`src/rtl/wb_intgen_multi_if.sv`:
```
// Wishbone B3 classic slave bundle for wb_intgen_multi: 8-bit byte address,
// 32-bit data, single-cycle registered ack/err.
interface wb_intgen_multi_if;
    logic [7:0]  wb_adr_i;
    logic [31:0] wb_dat_i;
    logic [3:0]  wb_sel_i;
    logic        wb_we_i;
    logic        wb_cyc_i;
    logic        wb_stb_i;
    logic [31:0] wb_dat_o;
    logic        wb_ack_o;
    logic        wb_err_o;

    modport master (
        output wb_adr_i, wb_dat_i, wb_sel_i, wb_we_i, wb_cyc_i, wb_stb_i,
        input  wb_dat_o, wb_ack_o, wb_err_o
    );

    modport slave (
        input  wb_adr_i, wb_dat_i, wb_sel_i, wb_we_i, wb_cyc_i, wb_stb_i,
        output wb_dat_o, wb_ack_o, wb_err_o
    );
endinterface

```
`src/rtl/wb_intgen_multi.sv`:
```
// Multi-channel Wishbone interrupt generator: NUM_IRQ countdown timers with pending/enable/mode.
// Define WB_INTGEN_MULTI_PRESCALER_EN to add the shared PRESCALE tick divider at index 3.
module wb_intgen_multi #(
    parameter int NUM_IRQ   = 4,
    parameter int CNT_WIDTH = 16
) (
    input  logic                wb_clk_i,
    input  logic                wb_rst_i,
    wb_intgen_multi_if.slave    wb,
    output logic [NUM_IRQ-1:0]  irq_o,
    output logic                irq_any_o
);
    localparam logic [5:0] MAX_IDX = 6'(3 + 2 * NUM_IRQ);

    logic [NUM_IRQ-1:0]   pending_q, pending_d;
    logic [NUM_IRQ-1:0]   enable_q, enable_d;
    logic [NUM_IRQ-1:0]   mode_q, mode_d;
    logic [CNT_WIDTH-1:0] load_q [NUM_IRQ];
    logic [CNT_WIDTH-1:0] load_d [NUM_IRQ];
    logic [CNT_WIDTH-1:0] cnt_q  [NUM_IRQ];
    logic [CNT_WIDTH-1:0] cnt_d  [NUM_IRQ];
    logic                 ack_q, ack_d, err_q, err_d;
    logic [31:0]          dat_q, dat_d;

    logic [5:0]  idx;
    logic        access, valid, wr;
    logic        tick;
    logic [31:0] rdata;
    logic        unused_bits;

    assign idx    = wb.wb_adr_i[7:2];
    // ack/err in flight blocks a new access, so held strobes complete every other cycle
    assign access = wb.wb_cyc_i & wb.wb_stb_i & ~ack_q & ~err_q;
    assign valid  = (idx <= MAX_IDX);
    assign wr     = access & valid & wb.wb_we_i;
    assign unused_bits = ^{wb.wb_sel_i, wb.wb_adr_i[1:0], wb.wb_dat_i};

`ifdef WB_INTGEN_MULTI_PRESCALER_EN
    logic [15:0] prescale_q, prescale_d, pre_cnt_q, pre_cnt_d;

    assign tick = (pre_cnt_q == prescale_q);

    always_comb begin
        prescale_d = prescale_q;
        pre_cnt_d  = tick ? 16'd0 : pre_cnt_q + 16'd1;
        if (wr && idx == 6'd3) begin
            prescale_d = wb.wb_dat_i[15:0];
            pre_cnt_d  = 16'd0;
        end
    end

    always_ff @(posedge wb_clk_i) begin
        if (wb_rst_i) begin
            prescale_q <= '0;
            pre_cnt_q  <= '0;
        end else begin
            prescale_q <= prescale_d;
            pre_cnt_q  <= pre_cnt_d;
        end
    end
`else
    assign tick = 1'b1;
`endif

    // Set is applied after the W1C clear so an expiry on the same edge wins.
    // NOTE: every _d gets its hold value first so no path through this block infers a latch.
    always_comb begin
        pending_d = pending_q & ~({NUM_IRQ{wr && idx == 6'd0}} & wb.wb_dat_i[NUM_IRQ-1:0]);
        enable_d  = (wr && idx == 6'd1) ? wb.wb_dat_i[NUM_IRQ-1:0] : enable_q;
        mode_d    = (wr && idx == 6'd2) ? wb.wb_dat_i[NUM_IRQ-1:0] : mode_q;
        for (int k = 0; k < NUM_IRQ; k++) begin
            load_d[k] = load_q[k];
            cnt_d[k]  = cnt_q[k];
            if (tick && cnt_q[k] == CNT_WIDTH'(1)) begin
                pending_d[k] = 1'b1;
                cnt_d[k]     = (mode_q[k] && load_q[k] != '0) ? load_q[k] : '0;
            end else if (tick && cnt_q[k] != '0) begin
                cnt_d[k] = cnt_q[k] - CNT_WIDTH'(1);
            end
            if (wr && idx == 6'(4 + 2 * k)) load_d[k] = wb.wb_dat_i[CNT_WIDTH-1:0];
            if (wr && idx == 6'(5 + 2 * k)) cnt_d[k]  = wb.wb_dat_i[CNT_WIDTH-1:0];
        end
    end

    always_comb begin
        rdata = '0;
        case (idx)
            6'd0: rdata[NUM_IRQ-1:0] = pending_q;
            6'd1: rdata[NUM_IRQ-1:0] = enable_q;
            6'd2: rdata[NUM_IRQ-1:0] = mode_q;
`ifdef WB_INTGEN_MULTI_PRESCALER_EN
            6'd3: rdata[15:0] = prescale_q;
`endif
            default: ;
        endcase
        for (int k = 0; k < NUM_IRQ; k++) begin
            if (idx == 6'(4 + 2 * k)) rdata[CNT_WIDTH-1:0] = load_q[k];
            if (idx == 6'(5 + 2 * k)) rdata[CNT_WIDTH-1:0] = cnt_q[k];
        end
    end

    assign ack_d = access & valid;
    assign err_d = access & ~valid;
    assign dat_d = (access && valid && !wb.wb_we_i) ? rdata : '0;

    // NOTE: the channel arrays are reset too, because LOAD/COUNT must read 0 after reset.
    always_ff @(posedge wb_clk_i) begin
        if (wb_rst_i) begin
            pending_q <= '0;
            enable_q  <= '0;
            mode_q    <= '0;
            ack_q     <= 1'b0;
            err_q     <= 1'b0;
            dat_q     <= '0;
            for (int k = 0; k < NUM_IRQ; k++) begin
                load_q[k] <= '0;
                cnt_q[k]  <= '0;
            end
        end else begin
            // NOTE: non-blocking so every register samples the pre-edge value of the others.
            pending_q <= pending_d;
            enable_q  <= enable_d;
            mode_q    <= mode_d;
            ack_q     <= ack_d;
            err_q     <= err_d;
            dat_q     <= dat_d;
            for (int k = 0; k < NUM_IRQ; k++) begin
                load_q[k] <= load_d[k];
                cnt_q[k]  <= cnt_d[k];
            end
        end
    end

    assign wb.wb_ack_o = ack_q;
    assign wb.wb_err_o = err_q;
    assign wb.wb_dat_o = dat_q;
    assign irq_o       = pending_q & enable_q;
    assign irq_any_o   = |irq_o;
endmodule

```
`src/flat_wrapper.sv`:
```
// flat-port wrapper written by rule: the top's interface ports become plain ports
module wb_intgen_multi_flat 
#(
    parameter int NUM_IRQ   = 4,
    parameter int CNT_WIDTH = 16
)
  (wb_clk_i, wb_rst_i, irq_o, irq_any_o, wb_wb_adr_i, wb_wb_dat_i, wb_wb_sel_i, wb_wb_we_i, wb_wb_cyc_i, wb_wb_stb_i, wb_wb_dat_o, wb_wb_ack_o, wb_wb_err_o);
  wb_intgen_multi_if wb_i ();
  input  logic wb_clk_i;
  input  logic wb_rst_i;
  output logic [NUM_IRQ-1:0] irq_o;
  output logic irq_any_o;
  input wire logic [$bits(wb_i.wb_adr_i)-1:0] wb_wb_adr_i;
  input wire logic [$bits(wb_i.wb_dat_i)-1:0] wb_wb_dat_i;
  input wire logic [$bits(wb_i.wb_sel_i)-1:0] wb_wb_sel_i;
  input wire logic [$bits(wb_i.wb_we_i)-1:0] wb_wb_we_i;
  input wire logic [$bits(wb_i.wb_cyc_i)-1:0] wb_wb_cyc_i;
  input wire logic [$bits(wb_i.wb_stb_i)-1:0] wb_wb_stb_i;
  output wire logic [$bits(wb_i.wb_dat_o)-1:0] wb_wb_dat_o;
  output wire logic [$bits(wb_i.wb_ack_o)-1:0] wb_wb_ack_o;
  output wire logic [$bits(wb_i.wb_err_o)-1:0] wb_wb_err_o;
  assign wb_i.wb_adr_i = wb_wb_adr_i;
  assign wb_i.wb_dat_i = wb_wb_dat_i;
  assign wb_i.wb_sel_i = wb_wb_sel_i;
  assign wb_i.wb_we_i = wb_wb_we_i;
  assign wb_i.wb_cyc_i = wb_wb_cyc_i;
  assign wb_i.wb_stb_i = wb_wb_stb_i;
  assign wb_wb_dat_o = wb_i.wb_dat_o;
  assign wb_wb_ack_o = wb_i.wb_ack_o;
  assign wb_wb_err_o = wb_i.wb_err_o;
  wb_intgen_multi #(.NUM_IRQ(NUM_IRQ), .CNT_WIDTH(CNT_WIDTH)) u_core (.wb_clk_i(wb_clk_i), .wb_rst_i(wb_rst_i), .wb(wb_i), .irq_o(irq_o), .irq_any_o(irq_any_o));
endmodule
```
`config.mk`:
```
export PLATFORM = sky130hd
export DESIGN_NAME = wb_intgen_multi_flat
export DESIGN_NICKNAME = d
export VERILOG_FILES = /design/src/rtl/wb_intgen_multi_if.sv /design/src/rtl/wb_intgen_multi.sv /design/src/flat_wrapper.sv
export SDC_FILE = /design/constraint.sdc
export NUM_CORES = 1
export LEC_CHECK = 0
export BUFFER_PORTS_ARGS = -buffer_cell sky130_fd_sc_hd__buf_4
export CAP_MARGIN = 30
export CORE_MARGIN = 2
export CORE_UTILIZATION = 55
export DETAILED_ROUTE_END_ITERATION = 6
export GPL_TIMING_DRIVEN = 0
export MAX_ROUTING_LAYER = met4
export PLACE_DENSITY = 0.82
export RECOVER_POWER = 25
export SYNTH_ARGS = -nofsm -noshare
export SYNTH_HDL_FRONTEND = slang
export SYNTH_SLANG_ARGS = --single-unit
```
`constraint.sdc`:
```
create_clock -name wb_clk_i -period 7.7 [get_ports wb_clk_i]
set_input_delay 0.77 -clock wb_clk_i [delete_from_list [all_inputs] [get_ports wb_clk_i]]
set_output_delay 0.77 -clock wb_clk_i [all_outputs]
set_load 0.01 [all_outputs]
```
After elaboration in Yosys (flattened, before gate mapping)
Memories as Yosys holds them, arrays and structs flattened.
Cells that the tools add are included.
{"block": "totals", "elab_cells": 123, "register_bits": 46, "ramBits": 128, "out_inout_bits": 39, "n_memories": 2}
{"memory": "u_core.cnt_q", "depth": 4, "word_bits": 16, "read_ports": 4, "rd_clocked_by_memory_dff": 0, "write_ports": 4, "line_no": "wb_intgen_multi.sv:20", "rtl": "logic [CNT_WIDTH-1:0] cnt_q [NUM_IRQ];"}
{"memory": "u_core.load_q", "depth": 4, "word_bits": 16, "read_ports": 4, "rd_clocked_by_memory_dff": 0, "write_ports": 4, "line_no": "wb_intgen_multi.sv:18", "rtl": "logic [CNT_WIDTH-1:0] load_q [NUM_IRQ];"}
{"block": "op_classes", "mux": 44, "magnitude_cmp": 1, "eq_ne": 14, "n_bitwise": 22, "add_sub_neg": 4, "n_reduce_logical": 29}
{"operator": "$mux W16", "count": 36}
{"operator": "$reduce_bool A16 Y1", "count": 8}
{"operator": "$eq A16 B1 Y1 const B", "count": 4}
{"operator": "$sub A16 B1 Y16 const B", "count": 4}
{"operator": "$eq A6 B3 Y1 const B", "count": 4}
{"operator": "$eq A6 B4 Y1 const B", "count": 4}
{"operator": "$logic_and A1 B1 Y1", "count": 17}
{"operator": "$and A4 B4 Y4", "count": 3}
{"operator": "$pmux W4 S3", "count": 1}
{"operator": "$or A1 B1 Y1", "count": 8}
{"operator": "$mux W1", "count": 7}
{"operator": "$and A1 B1 Y1", "count": 6}
{"operator": "$eq A6 B1 Y1 const B", "count": 1}
{"operator": "$eq A6 B2 Y1 const B", "count": 1}
{"operator": "$le A6 B4 Y1 const B", "count": 1}
{"operator": "$logic_not A6 Y1", "count": 1}
{"operator": "$not A1 Y1", "count": 4}
{"operator": "$not A4 Y4", "count": 1}
{"operator": "$reduce_or A4 Y1", "count": 1}
{"operator": "$reduce_or A2 Y1", "count": 1}
{"operator": "$logic_not A1 Y1", "count": 1}

Longest topological paths before layout
Gate-level depths: netlist of run 1.
{"block": "depth", "ltp_word": 10, "mapped_depth": 10, "ltp_nobuf": 8}

Worst setup path before layout of run 1
No wires, ideal clock.
{"block": "synth_timing", "path_kind": "input to register", "startpoint": "input wb_wb_adr_i[7]", "endpoint": "memory u_core.cnt_q[1][12]", "arrival_time_ps": 2697, "cell_stages": 9, "required_time_ps": 7622, "path_slack_ps": 4926, "path_buffers": 4, "setup_ps": 78, "cell_sequence": "clkbuf_1 > nor4bb_1 > and3b_1 > clkbuf_1 > and2_1 > clkbuf_1 > clkbuf_1 > a211oi_1 > nor3_1"}
{"item": "from (decl)", "line_no": "flat_wrapper.sv:13", "rtl": "input wire logic [$bits(wb_i.wb_adr_i)-1:0] wb_wb_adr_i;"}
{"item": "to (decl)", "line_no": "wb_intgen_multi.sv:20"}

==> flow_summary.ini, run 1 <==
[worst_setup_path]
crit_top_cell = nand2_1
critical_path_arrival_ns = 3.73
critPathCaptureType = register
worstPathCellList = clkbuf_4, nor4bb_1, and3_1, clkbuf_1, nand2_1, nand2_1, nand2_1, buf_1, nor3_1
worstPathMaxFanout = 10
path_class = primary input to register
cp.required_ns = 8.05
r2r_start = u_core.wb.wb_ack_o$_SDFF_PP0_
slowest_delay_ns = 0.68
cp-start-kind = primary input
startpoint = wb_wb_stb_i
crit_path_top_delay_cell = nor4bb_1

[route]
viasPerCell = 6.55
wl_per_cell_um = 21.8
routed_wl_um = 31900
drc = 0
drt_first_pass_iters = 7
ant_nets = 0
drtIter0Drc = 1466
vias = 9610

[sta]
fin_ws_ns = 4.32
maxSlewViolCount = 0
skew_ns = 0.0119
setup_viol = 0
min_period_over_period = 0.439
worst_pin_slew_ns = 1.11
max_freq_mhz = 296
relSlewSlack = 0.256
grt_setup_unrepaired = no
hold_viol_final = 0
period_needed_ns = 3.38
setup_tns_ns = 0

[logic_synthesis]
synth_area_um2 = 8810
async_flop_share = 0
ys_types = 68
yosysSeqAreaShare = 0.359
ys.flop_type = dfxtp_1
synth-edff-count = 0
synth_top_area_frac = 0.359
synth_warnings = 0
yosys.area.top_type = dfxtp_1
synth_area_per_cell_um2 = 7.52
synth_cells = 1172
netlist_top_cells_area = dfxtp_1 36%, nand2_1 8.1%, a21oi_1 7.2%, nor2_1 4.4%, a211oi_1 3.6%
yosys_register_bits = 158

[layout]
seqCellArea_um2 = 3160
fillers = 1459
n_antenna_cell = 0
mostFrequentLayoutCells = 191 x nand2_1, 158 x dfxtp_1, 127 x a21oi_1
final_common_cell = nand2_1
syn2layout_area_growth_pct = 12.1
drive_gt1_frac = 0.0703
multiInputGateArea_um2 = 5130
nets = 1297

[floorplanning]
io_pins = 88
initial_utilization = 0.559
fp.dieW_um = 131
die_y_um = 131
die-area_um2 = 17100
design.core.area_um2 = 15800
num_rows = 46

[clock_network]
root_buffer = clkbuf_16
cts_sinks = 158
path_clk_slew_ns = 0.06
cts_tree = yes
clockBufferDepth = 2
cts_made_buffers = 17
cts_resized = 0
htree_levels = 4
post_cts.repair.setup_buffers = 0
cts_hold_buf = 0
insertion_delay_ns = 0.44

[grt]
grt_start_max_net_pins = 17
grt_usage = 0.388
first_global_vias = 8489
grt_pass1_wl_um = 48500
gr-total-overflow = 0
antenna_found_initial = 0

[flow_run]
cap_viol_max_count = 0

[power_and_ir_drop]
p_leak_nw = 3.43
powerDensity_nw_per_um2 = 335
vdd_ir_drop_max_v = 0.000193

[placed_design]
hpwl_um = 22800
routabilityCongestion = 1.01
io_buffers = 33
preCtsSetupSlack_ns = 4.11

[outcome]
run_status = completed

[hold_path]
min_from = u_core.load_q[0][4]$_SDFFE_PP0P_
hp-class = register to register
[worst max-delay path, delay by kind of cell]
| family | cells | cell delay [ns] |
|---|---|---|
| buf+inv | 3 | 0.90 |
| simple gates | 6 | 2.04 |
[area by class of cell]
cell class                 instances  area share
multi-input combinational        902       0.519
sequential                       158       0.320
buffer                           111      0.0523
clock buffer                      25      0.0491
tap                              216      0.0273
timing repair buffer              34      0.0180
clock inverter                     5     0.00823
inverter                          16     0.00608
[through the flow]
stage / area, um^2 / total power, mW / util / instances / hold WS [ns]
final: 9880 / 3.31 / 0.627 / 1467 / 0.492
after global routing: 9880 / 3.48 / 0.627 / 1467 / 0.505
after CTS: 9960 / 3.25 / 0.632 / 1467 / 0.491
after detailed placement: 9390 / 2.42 / 0.596 / 1437 / 0.482
after global placement: 9390 / 2.39 / 0.595 / 1436 / 0.473
after floorplan: 8870 / 2.11 / - / 1187 / 0.453
[path summary, 6_finish.rpt]
check	cells past startpoint	endpoint	slack [ns]
worst min-delay path	2	u_core.load_q[0][4]$_SDFFE_PP0P_	0.49
worst min register to register	2	u_core.load_q[0][4]$_SDFFE_PP0P_	0.49
worst max register to register	8	u_core.cnt_q[1][5]$_SDFFE_PP0P_	4.43
worst max-delay path	9	u_core.cnt_q[1][5]$_SDFFE_PP0P_	4.32
[registers in the layout, summed over array words and instances, names as in the netlist]
register,cells
u_core.wb.wb_err_o,1
u_core.wb.wb_dat_o,16
u_core.mode_q,4
u_core.pending_q,4
u_core.cnt_q,64
u_core.wb.wb_ack_o,1
u_core.enable_q,4
u_core.load_q,64
[Yosys cell counts (16+ instances only)]
library cell  instances
nor2_1              103
dfxtp_1             158
o21ai_0              45
xnor2_1              17
nor4_1               38
mux2i_1              20
nand3_1              34
a211oi_1             42
clkbuf_1             79
nand2_1             191
nor3_1               56
a21oi_1             127
inv_1                16
buf_4                26
xor2_1               18
[routing by layer]
metal / global-route usage / up-vias / routed length, um
li1: - / 4364 / -
met1: 0.473 / 4430 / 12200
met2: 0.593 / 666 / 14300
met3: 0.0973 / 150 / 3450
met4: 0.206 / 0 / 1930
met5: - / - / 0
[power by group]
part / switching [mW] / leakage, nW / internal (mW)
Clock: 0.340 / 0.274 / 0.500
Sequential: 0.187 / 1.28 / 0.949
Combinational: 0.764 / 1.87 / 0.567
Total: 1.29 / 3.43 / 2.02
[logic make-up after synthesis]
group,count (synthesis),synth area share
AO/OA/AOI/OAI,305,0.220
XOR/XNOR,35,0.0348
adder cells (fa/ha/maj),8,0.0114
other,1,0.000425
flip-flops,158,0.359
AND/OR/NAND/NOR,515,0.281
multiplexers,23,0.0278
buffers and inverters,127,0.0656
No activity file was read; power rests on OpenSTA's default activity.
==> run 2, diff against run 1 <==
--- a/config.mk
+++ b/config.mk
@@ -8,11 +8,11 @@
 export BUFFER_PORTS_ARGS = -buffer_cell sky130_fd_sc_hd__buf_4
 export CAP_MARGIN = 30
 export CORE_MARGIN = 2
-export CORE_UTILIZATION = 55
+export CORE_UTILIZATION = 54
 export DETAILED_ROUTE_END_ITERATION = 6
 export GPL_TIMING_DRIVEN = 0
 export MAX_ROUTING_LAYER = met4
-export PLACE_DENSITY = 0.82
+export PLACE_DENSITY = 0.84
 export RECOVER_POWER = 25
 export SYNTH_ARGS = -nofsm -noshare
 export SYNTH_HDL_FRONTEND = slang
==> constraint.sdc (replaced) <==
create_clock -name wb_clk_i -period 3.05 [get_ports wb_clk_i]
set_input_delay 0.305 -clock wb_clk_i [delete_from_list [all_inputs] [get_ports wb_clk_i]]
set_output_delay 0.305 -clock wb_clk_i [all_outputs]
set_load 0.01 [all_outputs]
==> run 2 against run 1 <==
Effect of this change:
- the run now ends with DRC left
- cell count grew 0.34%
- power grew to 2.5 times the previous value
- core utilization shrank 0.28 points
- sequential share of layout area shrank 0.21 points
- clock power grew to 2.5 times the previous value
- combinational power grew to 2.5 times the previous value
- non-clock buffer count grew 3
- critical path depth shrank 2
- critical endpoint is now u_core.cnt_q[0][13]$_SDFFE_PP0P_
- highest routed layer unchanged
==> flow_summary.ini, run 2 (synthesis results as in run 1) <==
[sta]
hold_viol_final = 0
max_freq_mhz = 347
skew_ns = 0.0115
setup_viol = 0
grt_setup_unrepaired = no
maxSlewViolCount = 0
relSlewSlack = 0.421
worst_pin_slew_ns = 0.861
setup_tns_ns = 0
period_needed_ns = 2.88
min_period_over_period = 0.946

[layout]
syn2layout_area_growth_pct = 12.9
multiInputGateArea_um2 = 5160
fin_cells = 1472
final_common_cell = nand2_1
nets = 1300
mostFrequentLayoutCells = 191 x nand2_1, 158 x dfxtp_1, 127 x a21oi_1
seqCellArea_um2 = 3160
drive_gt1_frac = 0.0820
n_antenna_cell = 0
fillers = 1428
post-route-util = 0.624

[grt]
first_global_vias = 8777
grt_start_max_net_pins = 17
grt_usage = 0.373
grt_pass1_wl_um = 49300
gr-total-overflow = 0
antenna_found_initial = 0

[placed_design]
dp_cells = 1439
hpwl_um = 23100
io_buffers = 33
routabilityCongestion = 1.03

[power_and_ir_drop]
vdd_ir_drop_max_v = 0.000634
finalPower_mw = 8.38
powerDensity_nw_per_um2 = 843
p_leak_nw = 3.47

[floorplanning]
initial_utilization = 0.553
design.core.area_um2 = 15900
fp.dieW_um = 132
io_pins = 88
num_rows = 46
die_y_um = 132
die-area_um2 = 17400

[worst_setup_path]
cp_num_buf_inv = 1
critical_path_arrival_ns = 3.24
r2r_start = u_core.cnt_q[0][8]$_SDFFE_PP0P_
cp.required_ns = 3.40
slowest_delay_ns = 0.67
worstPathCellList = nor4_1, nand2_1, nor2_1, and3_1, clkbuf_1, a21oi_1, a211oi_1
critPathCaptureType = register
worst_path_dominant_cell_family = simple AND/OR/NAND/NOR gates
cp-start-kind = register
worstPathMaxFanout = 10
path_class = register to register
crit_path_top_delay_cell = nor4_1
startpoint = u_core.cnt_q[0][8]$_SDFFE_PP0P_

[flow_run]
cap_viol_max_count = 0

[clock_network]
clockBufferDepth = 2
htree_levels = 4
insertion_delay_ns = 0.44
cts_sinks = 158
path_clk_slew_ns = 0.06
root_buffer = clkbuf_16
cts_tree = yes
cts_made_buffers = 17

[route]
drtIter0Drc = 1476
routed_wl_um = 32200
wl_per_cell_um = 21.9
vias = 9743
drt_first_pass_iters = 7
viasPerCell = 6.62
ant_nets = 0
drc = 15

[hold_path]
hp-class = primary input to register
min_from = wb_wb_stb_i

[outcome]
run_status = finished, violations left
violations = DRC
==> run 2: worst paths after layout <==
path	endpoint	slack, ns	depth (start not counted)
max	u_core.cnt_q[0][13]$_SDFFE_PP0P_	0.17	7
min	u_core.wb.wb_err_o$_SDFF_PP0_	0.12	3
max reg2reg	u_core.cnt_q[0][13]$_SDFFE_PP0P_	0.17	7
min reg2reg	u_core.load_q[3][5]$_SDFFE_PP0P_	0.50	2
==> run 2: area by class of cell <==
type                       count  area share
inverter                      16     0.00604
multi-input combinational    902       0.518
clock inverter                 9      0.0112
tap                          216      0.0272
clock buffer                  23      0.0470
timing repair buffer          37      0.0197
buffer                       111      0.0525
sequential                   158       0.318
==> run 2: routing by layer <==
layer / track usage / wire length, um / up-vias
met5: - / 0 / -
met3: 0.100 / 3810 / 191
met1: 0.447 / 11800 / 4425
li1: - / - / 4376
met4: 0.217 / 2250 / 0
met2: 0.564 / 14300 / 751
==> run 2: power breakdown <==
group / switching [mW] / total (mW) / internal (mW)
clock: 0.882 / 2.13 / 1.25
sequential: 0.505 / 2.90 / 2.39
combinational: 1.89 / 3.35 / 1.46
total: 3.28 / 8.38 / 5.10
==> run 2: what timing repair did <==
item	CTS	global route
gates resized for setup	1	10
hold buffers	0	0
buffers inserted	0	0
endpoints found under the setup margin	10	37
endpoints found under the hold margin	0	0
==> run 2: stage by stage <==
| stage | instance area, um^2 | hold WS [ns] | setup WS (ns) |
|---|---|---|---|
| after detailed placement | 9400 | 0.490 | -0.0865 |
| after global placement | 9390 | 0.473 | -0.0554 |
| after floorplan | 8870 | 0.441 | 0.581 |
| final | 9950 | 0.116 | 0.166 |
| after global routing | 9950 | 0.134 | 0.00871 |
| after CTS | 9990 | 0.117 | 0.0620 |
==> run 2: worst register-to-register path: stages (launching register included) <==
cell and delay (ns):
dfxtp_1 0.36, nor4_1 0.67, nand2_1 0.23, nor2_1 0.47
and3_1 0.26, clkbuf_1 0.43, a21oi_1 0.16, a211oi_1 0.23
